## src/rtl/cache_fill_wb_ctrl.sv

```systemverilog
// Miss handler for a write-back cache. It writes back a dirty victim block, fills the
// missing block beat by beat, and then writes the tag.
module cache_fill_wb_ctrl #(
  parameter int ADDR_W     = 16,
  parameter int OFFSET_W   = 4,
  parameter int WORD_BYTES = 2
) (
  input  logic                clk,
  input  logic                rst,
  input  logic                miss_detected,
  input  logic [ADDR_W-1:0]   miss_addr,
  input  logic                victim_dirty,
  input  logic [ADDR_W-1:0]   victim_addr,
  input  logic                mem_ready,
  input  logic                memory_data_valid,
  output logic                fsm_busy,
  output logic                mem_read,
  output logic                mem_write,
  output logic [ADDR_W-1:0]   mem_addr,
  output logic                read_data_array,
  output logic                write_data_array,
  output logic [OFFSET_W-1:0] cache_word_offset,
  output logic                write_tag_array,
  output logic [ADDR_W-1:0]   base_addr,
  output logic [1:0]          state_dbg
);

  localparam int BLOCK_BYTES = 1 << OFFSET_W;
  localparam logic [OFFSET_W-1:0] STEP = OFFSET_W'(WORD_BYTES);
  localparam logic [OFFSET_W-1:0] LAST = OFFSET_W'(BLOCK_BYTES - WORD_BYTES);
  localparam logic [ADDR_W-1:0] BASE_MASK = ~ADDR_W'(BLOCK_BYTES - 1);

  typedef enum logic [1:0] {IDLE, WB, FILL, TAG} state_t;

  state_t              state_q, state_d;
  logic [ADDR_W-1:0]   base_q, victim_q;
  logic [OFFSET_W-1:0] wb_off_q, rd_off_q, wr_off_q;
  logic                rd_done_q;

  // Handshake: a request (mem_read or mem_write) is accepted on a rising edge where
  // mem_ready is also 1. The request stays asserted with a stable address until it is accepted.
  // Read beats return in order, one per cycle at most, flagged by memory_data_valid.
  always_comb begin
    state_d           = state_q;
    mem_read          = 1'b0;
    mem_write         = 1'b0;
    mem_addr          = '0;
    read_data_array   = 1'b0;
    write_data_array  = 1'b0;
    cache_word_offset = '0;
    write_tag_array   = 1'b0;
    case (state_q)
      IDLE: begin
        if (miss_detected) state_d = victim_dirty ? WB : FILL;
      end
      WB: begin
        mem_write         = 1'b1;
        read_data_array   = 1'b1;
        mem_addr          = victim_q + ADDR_W'(wb_off_q);
        cache_word_offset = wb_off_q;
        if (mem_ready && wb_off_q == LAST) state_d = FILL;
      end
      FILL: begin
        mem_read          = !rd_done_q;
        if (!rd_done_q) mem_addr = base_q + ADDR_W'(rd_off_q);
        write_data_array  = memory_data_valid;
        cache_word_offset = wr_off_q;
        if (memory_data_valid && wr_off_q == LAST) state_d = TAG;
      end
      TAG: begin
        write_tag_array = 1'b1;
        state_d         = IDLE;
      end
      default: state_d = IDLE;
    endcase
  end

  always_ff @(posedge clk) begin
    if (rst) begin
      state_q   <= IDLE;
      base_q    <= '0;
      victim_q  <= '0;
      wb_off_q  <= '0;
      rd_off_q  <= '0;
      wr_off_q  <= '0;
      rd_done_q <= 1'b0;
    end else begin
      state_q <= state_d;
      case (state_q)
        IDLE: begin
          if (miss_detected) begin
            base_q    <= miss_addr & BASE_MASK;
            victim_q  <= victim_addr & BASE_MASK;
            wb_off_q  <= '0;
            rd_off_q  <= '0;
            wr_off_q  <= '0;
            rd_done_q <= 1'b0;
          end
        end
        WB: begin
          if (mem_ready) wb_off_q <= (wb_off_q == LAST) ? '0 : wb_off_q + STEP;
        end
        FILL: begin
          // rd_off stops at the last beat; rd_done then drops the read request.
          if (mem_read && mem_ready) begin
            if (rd_off_q == LAST) rd_done_q <= 1'b1;
            else                  rd_off_q  <= rd_off_q + STEP;
          end
          if (memory_data_valid) begin
            if (wr_off_q == LAST) begin
              wr_off_q  <= '0;
              rd_off_q  <= '0;
              rd_done_q <= 1'b0;
            end else begin
              wr_off_q <= wr_off_q + STEP;
            end
          end
        end
        default: ;
      endcase
    end
  end

  assign fsm_busy  = (state_q != IDLE);
  assign base_addr = base_q;
  assign state_dbg = state_q;

endmodule

```

## config.mk

```make
export PLATFORM = sky130hd
export DESIGN_NAME = cache_fill_wb_ctrl
export DESIGN_NICKNAME = d
export VERILOG_FILES = /design/src/rtl/cache_fill_wb_ctrl.sv
export SDC_FILE = /design/constraint.sdc
export NUM_CORES = 1
export LEC_CHECK = 0
export ABC_AREA = 1
export CAP_MARGIN = 20
export CORE_MARGIN = 1.5
export CORE_UTILIZATION = 35
export DETAILED_ROUTE_END_ITERATION = 12
export HOLD_SLACK_MARGIN = 0.06
export PLACE_DENSITY = 0.68
export SLEW_MARGIN = 20
export SYNTH_ARGS = -nofsm -noshare
export SYNTH_HDL_FRONTEND = slang
export SYNTH_SLANG_ARGS = --single-unit
```

## constraint.sdc

```tcl
create_clock -name clk -period 1.6 [get_ports clk]
set_input_delay 0.16 -clock clk [delete_from_list [all_inputs] [get_ports clk]]
set_output_delay 0.16 -clock clk [all_outputs]
set_load 0.03 [all_outputs]
```

==> summary.txt <==
Placement
  • GP Congestion: roughly 0.83
  • HPWL after DPL: ~3800 µm
  • PortBufs: 67
  • Setup slack at placement: between 0.03 and 0.04 ns
  • Placed Cells: ~420

Yosys
  • Yosys cell types: 30
  • Post-synth EDFFs: 0
  • Ranking of synthesized cells by area: dfxtp_1, nor2_1, nand2_1, a21oi_1, o21ai_0
  • Share of the synthesized area in the top cell type: a little under two fifths
  • Syn Inst Count: between 200 and 300
  • Yosys warns: 0
  • Async S/R FF share, synth: 0%
  • Synth top cells by count: nor2_1, nand2_1, dfxtp_1, a21oi_1, o21ai_0
  • Synth area leader: dfxtp_1
  • Synth Register Bits: 36
  • Seq/Total Area, Yosys: between 30% and 40%
  • Mapped Area: slightly below 2000 µm²
  • Most common cell in the netlist: nor2_1
  • Main synth FF type: dfxtp_1
  • Mean area per synthesized cell: about 6.8 µm²

Detailed routing
  • DRT iter0 DRCs: between 100 and 150
  • Via count: 2070
  • Residual DRC count: 0
  • Drt total wl: ~5600 µm
  • Routed vias/inst: 4.72
  • Wire per inst: 12.8 µm
  • Drt pass-1 iters: 4
  • Remaining antenna violation count after routing: 0

Run
  • Maxcap violations: 0

Final layout
  • Layout cell share with drive strength beyond 1: 31.7%
  • Layout fillers: around 450
  • Final net count: slightly above 400
  • Fin cells: between 400 and 500
  • Multi-input gate area: roughly 1400 µm²
  • Area Overhead vs Synth: 73.9%
  • Storage cell area: 728 µm²
  • Antenna diodes: 0

CTS
  • Cts bufs inserted: 5
  • CTS tree: done
  • Clock Pin Slew Worst Setup and Hold Paths: 0.07 ns
  • H-tree levels: 2
  • # clock sinks: 36
  • Clk Latency, worst-skew pair: slightly below 0.3 ns
  • CTS Root Cell: clkbuf_8
  • Max clock buf depth: 2

Setup path
  • Maximum fanout along the worst path: 7
  • Kind of critical path: reg -> out
  • Required time of the critical path: ~1.4 ns
  • CP Data Arrival Time: approximately 1.6 ns
  • Critical Path Start Type: flip-flop
  • CP Capture Type: output pin

Timing
  • Period minus WS final: approximately 1.7 ns
  • F_max: between 0.5 and 0.6 GHz
  • Setup violators final: 24
  • Final TNS setup: -2.19 ns
  • Clock Skew: between 0.006 and 0.007 ns
  • Endpoints failing hold: 0
  • Unrepaired setup endpoints after global routing: true
  • Final Max Slew Viols: 0
  • Final setup margin: -0.149 ns
  • Period utilization: 109%

Global route
  • Initial antenna violation count: 0
  • First-pass GRT wire length: 9230 µm
  • Global Route met3 Usage: ~5.2%
  • GRT Total Usage: approximately a fifth
  • Number of global-route vias before repair: slightly below 2000
  • Pin count of the biggest net entering global routing: 25
  • GR peak layer: met2
  • Gr ovfl total: 0
  • GR Layer Usage met2: ~33%
  • M1 GR Usage: around 25%

Power and ir drop
  • Fraction of power spent switching nets: 44.3%
  • Sequential power share: about a quarter
  • Total Power: approximately 5.2 mW
  • Max IR drop VDD: ~0.00085 V
  • Combinational share of power: about three fifths
  • PD cells: about 1500 nW/µm²
  • Leakage: approximately 1.4 nW
  • Net Sw Power: between 2 and 2.5 mW
  • Clock network power share: between 10% and 20%
  • Int Pwr: roughly 2.9 mW

Hold path
  • Hold crit path type: in -> reg

Floorplan
  • Chip width: a little under 80 µm
  • Initial Utilization: 37.0%
  • Row count: 26
  • Die H: ~77 µm
  • Die area: between 5000 and 6000 µm²
  • Core Region: between 5000 and 6000 µm²
  • Io pins: 82

Run status
  • Status: complete, but fails checks
  • Failing checks: setup timing
-- critical path, stage by stage (launching register included) --
cell and delay, ns:
dfxtp_4 0.35, inv_4 0.07, ha_4 0.15, inv_6 0.03, nor2_4 0.15, buf_12 0.17, nand2_4 0.05, a21oi_2 0.16
buf_6 0.15
-- per-layer routing --
metal  up-vias  part of all wire (%)  wire length [µm]
met1       941                    45              2540
li1       1068                     -                 -
met5         -                     0                 0
met2        57                    49              2730
met3         4                   4.8               269
met4         0                   1.1                59
-- kinds of logic (layout without fill, tap and decap cells) --
family | after synthesis | in the layout | share of synthesized area (%)
adders and majority gates | 7 | 7 | 4.55
buffers and inverters | 40 | 120 | 10.5
other | 1 | 6 | 0.195
and+or+nand+nor | 135 | 135 | 28.7
AOI/OAI and AO/OA | 65 | 65 | 18.5
DFF | 36 | 36 | 37.5
-- metrics by stage --
stage	cell area, µm²	utilization [%]	hold slack, ns
2_1_floorplan	2190	-	0.222
3_3_place_gp	2920	56.2	0.465
3_5_place_dp	2920	56.2	0.473
4_1_cts	3270	62.7	0.477
5_1_grt	3350	64.3	0.495
6_report	3350	64.3	0.485
-- flip-flops by register name (all words and copies together), names as in the netlist --
| name | count |
|---|---|
| rd_done_q | 1 |
| wr_off_q | 3 |
| base_addr | 12 |
| rd_off_q | 3 |
| state_dbg | 2 |
| victim_q | 12 |
| wb_off_q | 3 |
-- area by class of cell --
cell class                 count  share of cell area [%]
multi-input combinational    213                    40.7
timing repair buffer          91                    28.5
sequential                    36                    21.8
clock buffer                   8                    3.63
inverter                      21                    2.80
tap                           70                    2.62
-- placed cells by master, fill, tap and decap left out, types with 4 or more instances in the layout --
cell / instances
nand3_1: 8
a21oi_2: 6
a21oi_1: 9
ha_1: 4
nand2_4: 9
nand2_2: 9
nand2_1: 37
dfxtp_1: 34
a21oi_4: 15
clkbuf_8: 7
o21ai_0: 25
clkdlybuf4s50_1: 40
conb_1: 6
inv_1: 14
buf_4: 19
nor2_1: 62
buf_6: 22
buf_12: 6
-- power by group through the flow --
stage	clock network, mW	registers [mW]	logic (mW)
2_1_floorplan	0	1.48	1.56
3_3_place_gp	0	1.28	2.62
3_5_place_dp	0	1.28	2.64
4_1_cts	0.841	1.28	2.95
5_1_grt	0.894	1.32	3.29
6_report	0.829	1.29	3.05
-- final timing paths --
path	endpoint	startpoint	slack [ns]	cells past startpoint
worst max register to register	wb_off_q[3]	state_dbg[1]	-0.04	9
worst max-delay path	mem_addr[3]	state_dbg[0]	-0.15	8
worst min-delay path	base_addr[4]	miss_addr[4]	0.49	3
worst min register to register	victim_q[9]	victim_q[9]	0.49	2
-- timing repair --
| action | CTS | global route |
|---|---|---|
| cloned | 0 | 0 |
| resized for setup | 41 | 20 |
| pin swaps | 4 | 6 |
| buffers inserted | 7 | 0 |
| endpoints found under the setup margin | 21 | 28 |
| hold buffers | 0 | 0 |
(Power assumes the default switching activity.)
